===== src/rtl/lsu.sv =====
// rtl/lsu.sv - load/store unit: one memory access at a time over a req/gnt/rvalid bus
// Lane steering, write strobes, load extension, misalign/illegal detection and response timeout.
module lsu #(
  parameter int CPU_WIDTH = 32,
  parameter int TIMEOUT   = 255
) (
  input  logic                 i_clk,
  input  logic                 i_rst,
  input  logic                 i_lsu_valid,
  output logic                 o_lsu_ready,
  input  logic                 i_lsu_wen,
  input  logic [2:0]           i_lsu_op,
  input  logic [CPU_WIDTH-1:0] i_exu_rd_data,
  input  logic [CPU_WIDTH-1:0] i_idu_rs2_data,
  output logic                 o_mem_req,
  input  logic                 i_mem_gnt,
  output logic                 o_mem_we,
  output logic [CPU_WIDTH-1:0] o_mem_addr,
  output logic [CPU_WIDTH-1:0] o_mem_wdata,
  output logic [3:0]           o_mem_wstrb,
  input  logic                 i_mem_rvalid,
  input  logic [CPU_WIDTH-1:0] i_mem_rdata,
  output logic                 o_lsu_done,
  output logic [CPU_WIDTH-1:0] o_lsu_rdata,
  output logic                 o_lsu_err,
  output logic [1:0]           o_lsu_err_cause
);

  localparam int CW = $clog2(TIMEOUT + 1);

  localparam logic [1:0] CAUSE_NONE     = 2'b00;
  localparam logic [1:0] CAUSE_MISALIGN = 2'b01;
  localparam logic [1:0] CAUSE_TIMEOUT  = 2'b10;
  localparam logic [1:0] CAUSE_ILLEGAL  = 2'b11;

  typedef enum logic [1:0] {S_IDLE, S_REQ, S_WAIT, S_DONE} state_t;

  state_t          state, state_nxt;
  logic [CW-1:0]   cnt;
  logic [2:0]      op_q;
  logic [1:0]      off_q;
  logic            we_q;
  logic [31:0]     addr_q, wdata_q, rdata_q;
  logic [3:0]      wstrb_q;
  logic            err_q;
  logic [1:0]      cause_q;

  logic            illegal, misaligned, timeout_hit;
  logic [31:0]     wdata_steer;
  logic [3:0]      wstrb_steer;
  logic [7:0]      lane_byte;
  logic [15:0]     lane_half;
  logic [31:0]     load_ext;

  // Decode of the op being offered; only used on the accept cycle.
  always_comb begin
    illegal    = (i_lsu_op == 3'b011) || (i_lsu_op == 3'b110) || (i_lsu_op == 3'b111) ||
                 (i_lsu_wen && i_lsu_op[2]);
    misaligned = ((i_lsu_op[1:0] == 2'b01) && i_exu_rd_data[0]) ||
                 ((i_lsu_op[1:0] == 2'b10) && (i_exu_rd_data[1:0] != 2'b00));
  end

  always_comb begin
    wdata_steer = i_idu_rs2_data;
    wstrb_steer = 4'b1111;
    case (i_lsu_op[1:0])
      2'b00: begin
        wdata_steer = {4{i_idu_rs2_data[7:0]}};
        wstrb_steer = 4'b0001 << i_exu_rd_data[1:0];
      end
      2'b01: begin
        wdata_steer = {2{i_idu_rs2_data[15:0]}};
        wstrb_steer = 4'b0011 << i_exu_rd_data[1:0];
      end
      default: ;
    endcase
    if (!i_lsu_wen) wstrb_steer = 4'b0000;
  end

  always_comb begin
    lane_byte = i_mem_rdata[{off_q, 3'b000} +: 8];
    lane_half = i_mem_rdata[{off_q[1], 4'b0000} +: 16];
    case (op_q)
      3'b000:  load_ext = {{24{lane_byte[7]}}, lane_byte};
      3'b001:  load_ext = {{16{lane_half[15]}}, lane_half};
      3'b100:  load_ext = {24'h000000, lane_byte};
      3'b101:  load_ext = {16'h0000, lane_half};
      default: load_ext = i_mem_rdata;
    endcase
  end

  assign timeout_hit = (cnt == CW'(TIMEOUT - 1));

  always_comb begin
    state_nxt = state;
    case (state)
      S_IDLE: if (i_lsu_valid) state_nxt = (illegal || misaligned) ? S_DONE : S_REQ;
      S_REQ:  if (i_mem_gnt) state_nxt = S_WAIT;
              else if (timeout_hit) state_nxt = S_DONE;
      S_WAIT: if (i_mem_rvalid || timeout_hit) state_nxt = S_DONE;
      S_DONE: state_nxt = S_IDLE;
      default: state_nxt = S_IDLE;
    endcase
  end

  always_ff @(posedge i_clk) begin
    if (i_rst) begin
      state   <= S_IDLE;
      cnt     <= '0;
      op_q    <= 3'b000;
      off_q   <= 2'b00;
      we_q    <= 1'b0;
      addr_q  <= '0;
      wdata_q <= '0;
      wstrb_q <= 4'b0000;
      rdata_q <= '0;
      err_q   <= 1'b0;
      cause_q <= CAUSE_NONE;
    end else begin
      state <= state_nxt;
      case (state)
        S_IDLE: if (i_lsu_valid) begin
          op_q    <= i_lsu_op;
          off_q   <= i_exu_rd_data[1:0];
          we_q    <= i_lsu_wen;
          addr_q  <= {i_exu_rd_data[31:2], 2'b00};
          wdata_q <= wdata_steer;
          wstrb_q <= wstrb_steer;
          cnt     <= '0;
          rdata_q <= '0;
          err_q   <= illegal || misaligned;
          cause_q <= illegal ? CAUSE_ILLEGAL : (misaligned ? CAUSE_MISALIGN : CAUSE_NONE);
        end
        S_REQ: begin
          cnt <= cnt + CW'(1);
          if (!i_mem_gnt && timeout_hit) begin
            err_q   <= 1'b1;
            cause_q <= CAUSE_TIMEOUT;
          end
        end
        S_WAIT: begin
          cnt <= cnt + CW'(1);
          // A response on the limit cycle still completes the access.
          if (i_mem_rvalid) begin
            rdata_q <= we_q ? 32'h0 : load_ext;
          end else if (timeout_hit) begin
            err_q   <= 1'b1;
            cause_q <= CAUSE_TIMEOUT;
          end
        end
        default: ;
      endcase
    end
  end

  assign o_lsu_ready     = (state == S_IDLE);
  assign o_mem_req       = (state == S_REQ);
  assign o_mem_we        = we_q;
  assign o_mem_addr      = addr_q;
  assign o_mem_wdata     = wdata_q;
  assign o_mem_wstrb     = wstrb_q;
  assign o_lsu_done      = (state == S_DONE);
  assign o_lsu_rdata     = rdata_q;
  assign o_lsu_err       = err_q;
  assign o_lsu_err_cause = cause_q;

endmodule

===== config.mk =====
export PLATFORM = sky130hd
export DESIGN_NAME = lsu
export DESIGN_NICKNAME = d
export VERILOG_FILES = /design/src/rtl/lsu.sv
export SDC_FILE = /design/constraint.sdc
export NUM_CORES = 1
export LEC_CHECK = 0
export ABC_AREA = 1
export CORE_ASPECT_RATIO = 0.75
export CORE_MARGIN = 1
export CORE_UTILIZATION = 45
export CTS_BUF_LIST = sky130_fd_sc_hd__clkbuf_2 sky130_fd_sc_hd__clkbuf_4 sky130_fd_sc_hd__clkbuf_8
export CTS_CLUSTER_DIAMETER = 80
export DETAILED_ROUTE_END_ITERATION = 7
export GPL_ROUTABILITY_DRIVEN = 0
export PLACE_DENSITY_LB_ADDON = 0.2
export SLEW_MARGIN = 20
export SYNTH_ARGS = -nofsm -noshare
export SYNTH_HDL_FRONTEND = slang
export SYNTH_SLANG_ARGS = --single-unit

===== constraint.sdc =====
create_clock -name i_clk -period 2.1 [get_ports i_clk]
set_input_delay 0.21 -clock i_clk [delete_from_list [all_inputs] [get_ports i_clk]]
set_output_delay 0.21 -clock i_clk [all_outputs]
set_load 0.05 [all_outputs]

# After elaboration in Yosys (flattened, before gate mapping)
# Cells that the tools add are included.
dict set report op_classes {
  n_shift 4
  n_reduce_logical 24
  muxes 28
  add_sub_neg 1
  n_eq_ne 19
}
# cell count
set op_table {}
lappend op_table {{32-bit one-hot mux with 2 select lines} 2}
lappend op_table {{32-bit one-hot mux with 4 select lines} 1}
lappend op_table {{32-bit 2-to-1 mux} 3}
lappend op_table {{32-bit by 6-bit variable part select with 16-bit output} 1}
lappend op_table {{32-bit by 6-bit variable part select with 8-bit output} 1}
lappend op_table {{2-bit 2-to-1 mux} 10}
lappend op_table {{8-bit one-hot mux with 2 select lines} 1}
lappend op_table {{3-bit == test (second input constant)} 4}
lappend op_table {{2-bit inequality test (second input constant)} 5}
lappend op_table {{8-bit by 1-bit adder with 8-bit output (second input constant)} 1}
lappend op_table {{8-bit == test (second input constant)} 1}
lappend op_table {{8-bit 2-to-1 mux} 1}
lappend op_table {{2-bit one-hot mux with 4 select lines} 1}
lappend op_table {{4-bit one-hot mux with 2 select lines} 1}
lappend op_table {{2-bit == test (second input constant)} 3}
lappend op_table {{1-bit logical OR} 6}
lappend op_table {{2-bit one-hot mux with 3 select lines} 1}
lappend op_table {{3-bit AND reduction} 2}
lappend op_table {{2-bit nonzero test} 3}
lappend op_table {{1-bit 2-to-1 mux} 5}
lappend op_table {{5-bit AND reduction} 1}
lappend op_table {{2-bit by 1-bit == test with 1-bit output (second input constant)} 2}
lappend op_table {{1-bit logical AND} 4}
lappend op_table {{2-bit logical NOT} 2}
lappend op_table {{other kinds (13)} 14}
dict set report word_totals {
  output_inout_bits 107
  reg_bits 117
  inputBits 105
}

# Logic depth before layout (Yosys ltp)
# Gate-level depths: netlist (run 1).
dict set report depth {
  depth_word 8
  depth_mapped 11
  ltp_nobuf 10
}

# Least setup slack after synthesis (run 1)
# Ideal clock, no wire load.
dict set report synth_path {
  path_type {reg2reg}
  start {register state[0]}
  end {register rdata_q[21], in the netlist o_lsu_rdata[21]}
  path_slack_ns 0.191
  t_arrival_ns 1.836
  setup_ns 0.073
  path_buffers 2
  path_stages_with_launch 10
  synth_period_minus_slack_ns 1.909
  cell_sequence {dfxtp_1 -> inv_1 -> ha_1 -> buf_6 -> nand2_1 -> nand3_2 -> inv_2 -> buf_6 -> nand3_1 -> a21oi_1}
}
dict set report synth_between {
  elab_chain_cells 3
  word_cells_on_any_way 7
}
# element line_no
set synth_rtl {}
lappend synth_rtl {{from (decl)} 38} ;# state_t state, state_nxt;
lappend synth_rtl {{from (signal assigned)} 120} ;# state <= state_nxt;
lappend synth_rtl {{2-bit logical NOT *} --}
lappend synth_rtl {{net o_lsu_ready} 10} ;# output logic o_lsu_ready,
lappend synth_rtl {{2-bit inequality test (no line) / 2-bit nonzero test (equally long branches)} --}
lappend synth_rtl {{3-bit AND reduction (no line)} --}
lappend synth_rtl {{to (signal assigned)} 145} ;# rdata_q <= we_q ? 32'h0 : load_ext;
lappend synth_rtl {{to (decl)} 43} ;# logic [31:0] addr_q, wdata_q, rdata_q;
# Mark *: on every way through the listed nets, which the timed path passes. The rest lies on a longest branch.
# A chain may end at the register's enable or synchronous reset.

# Final worst setup path (run 1)
dict set report layout_path {
  start {register state[0]}
  end {register wstrb_q[0], in the netlist o_mem_wstrb[0]}
}
dict set report layout_between {
  elab_chain_cells 2
}
# element line_no
set layout_rtl {}
lappend layout_rtl {{2-bit logical NOT} 121} ;# case (state)
lappend layout_rtl {{2-bit AND reduction (no line)} --}
lappend layout_rtl {{to (signal assigned)} 128} ;# wstrb_q <= wstrb_steer;
lappend layout_rtl {{to (decl)} 44} ;# logic [3:0] wstrb_q;
# No other way between the ends.

==> results_tabular.tex, run 1 <==
\begin{tabular}{lr}
\hline
Metric & Value \\
\hline
\multicolumn{2}{l}{\textbf{Status}} \\
\quad Run status & complete, no violations \\
\multicolumn{2}{l}{\textbf{STA}} \\
\quad Accumulated negative setup slack & 0 ns \\
\quad Worst slew pin tran & 0.5599 ns \\
\quad Final Skew & 0.01225 ns \\
\quad Setup repair after global routing missed its margin & no \\
\quad Max Clk Rate & 523.2 MHz \\
\quad Pins Over Slew Limit & 0 \\
\quad Hold WS & 0.1517 ns \\
\quad Setup slack of the critical path after layout & 0.1888 ns \\
\quad Final hold violation count & 0 \\
\quad Final worst-path cycle share & 91.01\% \\
\quad Final number of setup-violating endpoints & 0 \\
\quad Slew HR & 62.56\% \\
\quad Final critical-path required period & 1.911 ns \\
\multicolumn{2}{l}{\textbf{Synthesis}} \\
\quad Main area contributors after synthesis & dfxtp\_1 43\%, nand2\_1 13\%, nor2\_1 8.0\% \\
\quad Number of synthesized register bits & 117 \\
\quad Number of unique standard cell types used by synthesis & 30 \\
\quad Top cell type's share of synthesized area & 42.60\% \\
\quad Synth area leader & dfxtp\_1 \\
\quad Yosys warning total & 0 \\
\quad Synthesized area divided by synthesized cell count & 6.959 um2 \\
\quad Mapped Cells & 790 \\
\quad Share of the yosys chip area belonging to registers & 42.60\% \\
\quad Syn Std Cell Area & 5498 um2 \\
\multicolumn{2}{l}{\textbf{Layout}} \\
\quad Leading cell type in the layout, fill and taps excluded & clkdlybuf4s50\_1 \\
\quad Share of post-route cells with drive strength above 1 & 9.980\% \\
\quad Ant diodes & 0 \\
\quad Final non-filler cell total & 1164 \\
\quad Area added between synthesis and finish & 47.63\% \\
\quad Commonest cells after routing, fill and taps aside & 205 x clkdlybuf4s50\_1, 193 x nand2\_1, 117 x nor2\_1, 117 x dfxtp\_1, 74 x o21ai\_0 \\
\quad Filler instances & 1080 \\
\quad Post-route cell area & 8117 um2 \\
\quad Share of the core filled with cells in the final layout & 69.13\% \\
\quad Count of nets after finishing & 1100 \\
\multicolumn{2}{l}{\textbf{Job}} \\
\quad Number of max-capacitance violations reported & 0 \\
\multicolumn{2}{l}{\textbf{Critical path}} \\
\quad Cell at the slowest stage of the critical path & dfxtp\_1 \\
\quad CP Launch Type & flop \\
\quad Critical Path AT & 2.27 ns \\
\quad Delay of the slowest cell on the worst path & 0.36 ns \\
\quad Crit Path Class & flop to flop \\
\quad Register-to-Register Setup Slack & 0.19 ns \\
\quad Critical Path, Cell by Cell & inv\_1, ha\_1, nand2\_2, inv\_2, buf\_12, nand2\_1, inv\_1, nand2\_1, a21oi\_1 \\
\quad Top Family by Delay on Critical Path & buffers and inverters \\
\quad Critical path fanouts, max & 79 \\
\quad Critical path buffers and inverters & 4 \\
\quad Capturing element type of the critical path & flop \\
\quad Required time at the worst-slack endpoint & 2.45 ns \\
\multicolumn{2}{l}{\textbf{Placed design}} \\
\quad Number of placed instances, taps included & 1132 \\
\quad Instance area at placement & 7734 um2 \\
\quad Worst slack at placement & 0.2313 ns \\
\quad Detailed placer's ending HPWL & 11.89 mm \\
\quad Number of I/O port buffers & 209 \\
\multicolumn{2}{l}{\textbf{Clocking}} \\
\quad H-tree depth & 4 \\
\quad Number of clock buffers inserted by TritonCTS & 17 \\
\quad Root Buffer Master & clkbuf\_8 \\
\quad Clock tree from TritonCTS & yes \\
\quad Clock edge transition at the registers on the reported setup and hold paths & 0.07 ns \\
\quad Number of setup buffers added after CTS & 0 \\
\quad Clock latency on the worst-skew pair & 0.42 ns \\
\quad Worst-case clock buffer depth & 2 \\
\quad Number of buffers added to fix hold violations after cts & 0 \\
\quad Number of clock sinks seen by CTS & 117 \\
\multicolumn{2}{l}{\textbf{Floorplan}} \\
\quad Floorplan die width & 129.6 um \\
\quad Area of the placeable core & 11740 um2 \\
\quad Initial Utilization & 46.82\% \\
\quad Floorplan die area & 12670 um2 \\
\quad Die Y & 97.73 um \\
\quad Number of placement rows & 34 \\
\quad Number of I/O pins & 212 \\
\multicolumn{2}{l}{\textbf{Drt}} \\
\quad Via density per instance & 4.891 \\
\quad Routed length per instance & 14.15 um \\
\quad Total wire length & 16.47 mm \\
\quad Count of vias placed by the detailed router & 5693 \\
\quad Count of nets left with antenna violations after detail routing & 0 \\
\quad Number of optimization iterations in the first detailed-route pass & 5 \\
\quad Number of DRC violations after detailed-routing iteration 0 & 360 \\
\quad Residual DRC count & 0 \\
\multicolumn{2}{l}{\textbf{Pwr}} \\
\quad Power density relative to cell area & 1258 nW/um2 \\
\quad Overall power after layout & 10.21 mW \\
\quad Leakage Power & 3.327 nW \\
\quad Worst vdd rail ir drop & 960.2 uV \\
\multicolumn{2}{l}{\textbf{Global routing}} \\
\quad GRT Residual Overflow & 0 \\
\quad Antenna violations before repair & 0 \\
\quad Via count of the first global-routing pass & 5201 \\
\quad Global-route wire length before repair & 26.67 mm \\
\quad Largest net degree at the start of global routing & 80 \\
\quad Total Routing Usage GR & 26.87\% \\
\multicolumn{2}{l}{\textbf{Hold path}} \\
\quad Class of the most critical hold timing path & input port to flop \\
\hline
\end{tabular}
[tightest hold or removal path: stages]
cell and delay, ns:
buf_2 0.12, a21oi_1 0.09, nand2_1 0.08, nor2_1 0.03
[timing repair]
item / 4_1_cts / 5_1_grt
gates cloned: 0 / 0
gates resized for setup: 1 / 2
hold endpoints to repair: 0 / 0
endpoints found under the setup margin: 1 / 3
[state kept, by name, indices dropped and copies added, names as in the netlist]
name	flops
o_lsu_err_cause	2
cnt	8
o_mem_wdata	32
o_lsu_rdata	32
off_q	2
o_mem_wstrb	4
o_mem_we	1
o_mem_addr	30
op_q	3
o_lsu_err	1
state	2
[logic make-up (layout without fill, tap and decap cells)]
family	count (synthesis)	after routing	synth area share, %
buffers and inverters	103	314	7.988
adder cells (fa/ha/maj)	6	6	1.365
AND/OR/NAND/NOR	398	398	31.27
flip-flops	117	117	42.60
other	1	2	0.06821
AO/OA/AOI/OAI	165	165	16.70
[where the power goes]
group	switching, mW	total (mW)	internal (mW)	leakage (nW)
logic	3.56	5.29	1.73	2.18
clock network	0.963	1.94	0.976	0.190
registers	0.271	2.98	2.71	0.960
[synthesized netlist by cell type, drive strengths merged]
master	count
nand2	199
nor2	119
dfxtp	117
o21ai	75
a21oi	64
nand3	58
inv	56
clkbuf	32
o211ai	17
or2	16
buf	14
a31oi	8
ha	6
nand4	3
nand3b	2
a22oi	1
and3b	1
clkinv	1
conb	1
[per-layer routing]
layer  track usage [%]  vias to the layer above  share of wire (%)
li1                  -                     2958                  -
met3             5.452                       20                6.6
met2             40.72                      180                 44
met5                 0                        -                  0
met4             8.050                        0                1.3
met1             38.27                     2535                 48
[final cells by class]
cell class              count  area [um2]  area share (%)
clock inverters            14       126.4           1.557
flip-flops and latches    117        2342           28.86
clock buffers              18       247.7           3.052
multi-input cells         571        2728           33.61
repair buffers            225        2256           27.79
well taps                 162       202.7           2.497
inverters                  57       214.0           2.636
[path summary, 6_finish.rpt]
path | end | from | cells after the start
worst max-delay path | o_mem_wstrb[0] | state[0] | 9
worst min-delay path | cnt[5] | i_rst | 4
worst max register to register | o_mem_wstrb[0] | state[0] | 9
worst min register to register | cnt[4] | cnt[4] | 1
Power figures use the tool's default switching activity.
==> inputs of run 2 (changes only) <==
--- a/config.mk
+++ b/config.mk
@@ -11,5 +11,4 @@
 export CORE_UTILIZATION = 45
 export CTS_BUF_LIST = sky130_fd_sc_hd__clkbuf_2 sky130_fd_sc_hd__clkbuf_4 sky130_fd_sc_hd__clkbuf_8
-export CTS_CLUSTER_DIAMETER = 80
 export DETAILED_ROUTE_END_ITERATION = 7
 export GPL_ROUTABILITY_DRIVEN = 0
==> constraint.sdc (replaced) <==
create_clock -name i_clk -period 2.1 [get_ports i_clk]
set_input_delay 0.42 -clock i_clk [delete_from_list [all_inputs] [get_ports i_clk]]
set_output_delay 0.42 -clock i_clk [all_outputs]
set_load 0.05 [all_outputs]
==> results_tabular.tex, run 2 (synthesis results as in run 1) <==
\begin{tabular}{lr}
\hline
Metric & Value \\
\hline
\multicolumn{2}{l}{\textbf{Global routing}} \\
\quad Antenna violations before repair & 0 \\
\quad Layer with the highest usage after global routing & met2 \\
\quad Via count of the first global-routing pass & 5307 \\
\quad Total Routing Usage GR & 27.37\% \\
\quad Largest net degree at the start of global routing & 50 \\
\quad Met1 GRT Util & 37.83\% \\
\quad Global-route wire length before repair & 27.06 mm \\
\quad Routing usage on met3 & 6.443\% \\
\quad GRT Residual Overflow & 0 \\
\quad M2 GR Usage & 41.92\% \\
\multicolumn{2}{l}{\textbf{Layout}} \\
\quad Final non-filler cell total & 1167 \\
\quad Multi-input logic area & 2728 um2 \\
\quad Leading cell type in the layout, fill and taps excluded & clkdlybuf4s50\_1 \\
\quad Share of the core filled with cells in the final layout & 69.84\% \\
\quad Area added between synthesis and finish & 49.16\% \\
\quad Commonest cells after routing, fill and taps aside & 202 x clkdlybuf4s50\_1, 193 x nand2\_1, 117 x nor2\_1, 117 x dfxtp\_1, 74 x o21ai\_0 \\
\quad Post-route cell area & 8200 um2 \\
\quad Filler instances & 1036 \\
\quad Share of post-route cells with drive strength above 1 & 10.55\% \\
\quad Ant diodes & 0 \\
\quad Area occupied by registers & 2342 um2 \\
\quad Count of nets after finishing & 1103 \\
\multicolumn{2}{l}{\textbf{STA}} \\
\quad Final hold violation count & 0 \\
\quad Max Clk Rate & 491.0 MHz \\
\quad Final number of setup-violating endpoints & 0 \\
\quad Worst slew pin tran & 0.6493 ns \\
\quad Pins Over Slew Limit & 0 \\
\quad Accumulated negative setup slack & 0 ns \\
\quad Final critical-path required period & 2.037 ns \\
\quad Final Skew & 0.008871 ns \\
\quad Slew HR & 56.55\% \\
\quad Final worst-path cycle share & 96.99\% \\
\multicolumn{2}{l}{\textbf{Drt}} \\
\quad Via density per instance & 4.987 \\
\quad Routed length per instance & 14.68 um \\
\quad Number of optimization iterations in the first detailed-route pass & 5 \\
\quad Count of nets left with antenna violations after detail routing & 0 \\
\quad Count of vias placed by the detailed router & 5820 \\
\quad Number of DRC violations after detailed-routing iteration 0 & 348 \\
\quad Residual DRC count & 0 \\
\quad Total wire length & 17.13 mm \\
\multicolumn{2}{l}{\textbf{Clocking}} \\
\quad Number of clock sinks seen by CTS & 117 \\
\quad H-tree depth & 4 \\
\quad Clock edge transition at the registers on the reported setup and hold paths & 0.07 ns \\
\quad Worst-case clock buffer depth & 2 \\
\quad Number of setup buffers added after CTS & 0 \\
\quad Clock latency on the worst-skew pair & 0.44 ns \\
\quad Number of clock buffers inserted by TritonCTS & 17 \\
\quad Clock tree from TritonCTS & yes \\
\quad Root Buffer Master & clkbuf\_8 \\
\multicolumn{2}{l}{\textbf{Pwr}} \\
\quad Logic gate share of total power & 51.6\% \\
\quad Switching share of power & 46.82\% \\
\quad Internal Dissipation & 5.578 mW \\
\quad Relative contribution of the clock network to total power & 20.1\% \\
\quad Power density relative to cell area & 1279 nW/um2 \\
\quad Overall power after layout & 10.49 mW \\
\quad Share of power burned in registers & 28.3\% \\
\quad Worst vdd rail ir drop & 1358 uV \\
\quad Leakage Power & 3.382 nW \\
\quad Switching pwr & 4.911 mW \\
\multicolumn{2}{l}{\textbf{Floorplan}} \\
\quad Area of the placeable core & 11740 um2 \\
\quad Number of placement rows & 34 \\
\quad Number of I/O pins & 212 \\
\quad Floorplan die width & 129.6 um \\
\quad Initial Utilization & 46.82\% \\
\quad Die Y & 97.73 um \\
\quad Floorplan die area & 12670 um2 \\
\multicolumn{2}{l}{\textbf{Critical path}} \\
\quad CP Launch Type & flop \\
\quad Required time at the worst-slack endpoint & 1.68 ns \\
\quad Cell at the slowest stage of the critical path & clkdlybuf4s50\_1 \\
\quad Delay of the slowest cell on the worst path & 0.82 ns \\
\quad Critical Path AT & 1.62 ns \\
\quad Critical path fanouts, max & 2 \\
\quad Crit Path Class & flop to primary output \\
\quad Capturing element type of the critical path & primary output \\
\quad Critical Path, Cell by Cell & clkdlybuf4s50\_1 \\
\quad Critical path buffers and inverters & 1 \\
\quad Top Family by Delay on Critical Path & buffers and inverters \\
\multicolumn{2}{l}{\textbf{Hold path}} \\
\quad Class of the most critical hold timing path & flop to flop \\
\multicolumn{2}{l}{\textbf{Placed design}} \\
\quad Detailed placer's ending HPWL & 12.40 mm \\
\quad Instance area at placement & 7786 um2 \\
\quad Number of placed instances, taps included & 1135 \\
\quad Number of I/O port buffers & 209 \\
\multicolumn{2}{l}{\textbf{Job}} \\
\quad Number of max-capacitance violations reported & 0 \\
\multicolumn{2}{l}{\textbf{Status}} \\
\quad Run status & complete, no violations \\
\hline
\end{tabular}
==> run 2: changes by cell type in the layout (fill, tap and decap cells not counted), sizes merged <==
cell / delta
clkdlybuf4s50: -3
clkinv: -2
dlygate4sd2: -1
bufinv: +1
clkbuf: -1
buf: +6
dlymetal6s2s: +1
inv: +2
==> run 2: path summary, 6_finish.rpt <==
check                                startpoint              end  slack, ns  depth (start not counted)
worst min-delay path             o_mem_wstrb[1]   o_mem_wstrb[1]       0.47                          2
worst max-delay path            o_mem_wdata[11]  o_mem_wdata[11]       0.06                          1
worst min register to register   o_mem_wstrb[1]   o_mem_wstrb[1]       0.47                          2
worst max register to register         state[1]   o_mem_addr[24]       0.11                          7
==> run 2: tightest hold or removal path, delay by kind of cell (launching register included) <==
kind / cells / cell delay, ns
DFF: 1 / 0.31
and+or+nand+nor: 1 / 0.06
AOI/OAI and AO/OA: 1 / 0.05
==> run 2: power groups by stage <==
stage | clock network [mW] | registers [mW] | logic, mW
after detailed placement | 0 | 3.02 | 5.36
after CTS | 2.15 | 2.97 | 5.39
after floorplan | 0 | 4.48 | 2.22
after global placement | 0 | 3.01 | 5.31
final | 2.11 | 2.97 | 5.41
after global routing | 2.26 | 3.03 | 5.83
==> run 2: area by class of cell <==
type	instances	share of cell area (%)
Clock inverter	15	2.045
Clock buffer	17	2.853
Tap cell	162	2.472
Inverter	57	2.609
Multi-Input combinational cell	571	33.26
Timing Repair Buffer	228	28.20
Sequential cell	117	28.56
==> run 2: repair_timing <==
action                                  in CTS  in global routing
hold buffers                                 0                  0
gates resized for setup                      0                  3
endpoints found under the setup margin       0                  4
==> run 2: stage by stage <==
step	worst slack, ns	hold slack, ns
4_1_cts	0.02219	0.4696
3_5_place_dp	0.1638	0.4574
6_report	0.06328	0.4684
5_1_grt	-0.02627	0.4742
3_3_place_gp	0.1901	0.4367
2_1_floorplan	0.1911	0.4224
==> run 2: routing by layer <==
| metal | share of wire, % | vias up | wire length, um |
|---|---|---|---|
| met5 | 0 | - | 0 |
| met3 | 7.4 | 27 | 1275 |
| li1 | - | 2958 | - |
| met4 | 1.9 | 0 | 321 |
| met2 | 44 | 197 | 7552 |
| met1 | 47 | 2638 | 7979 |
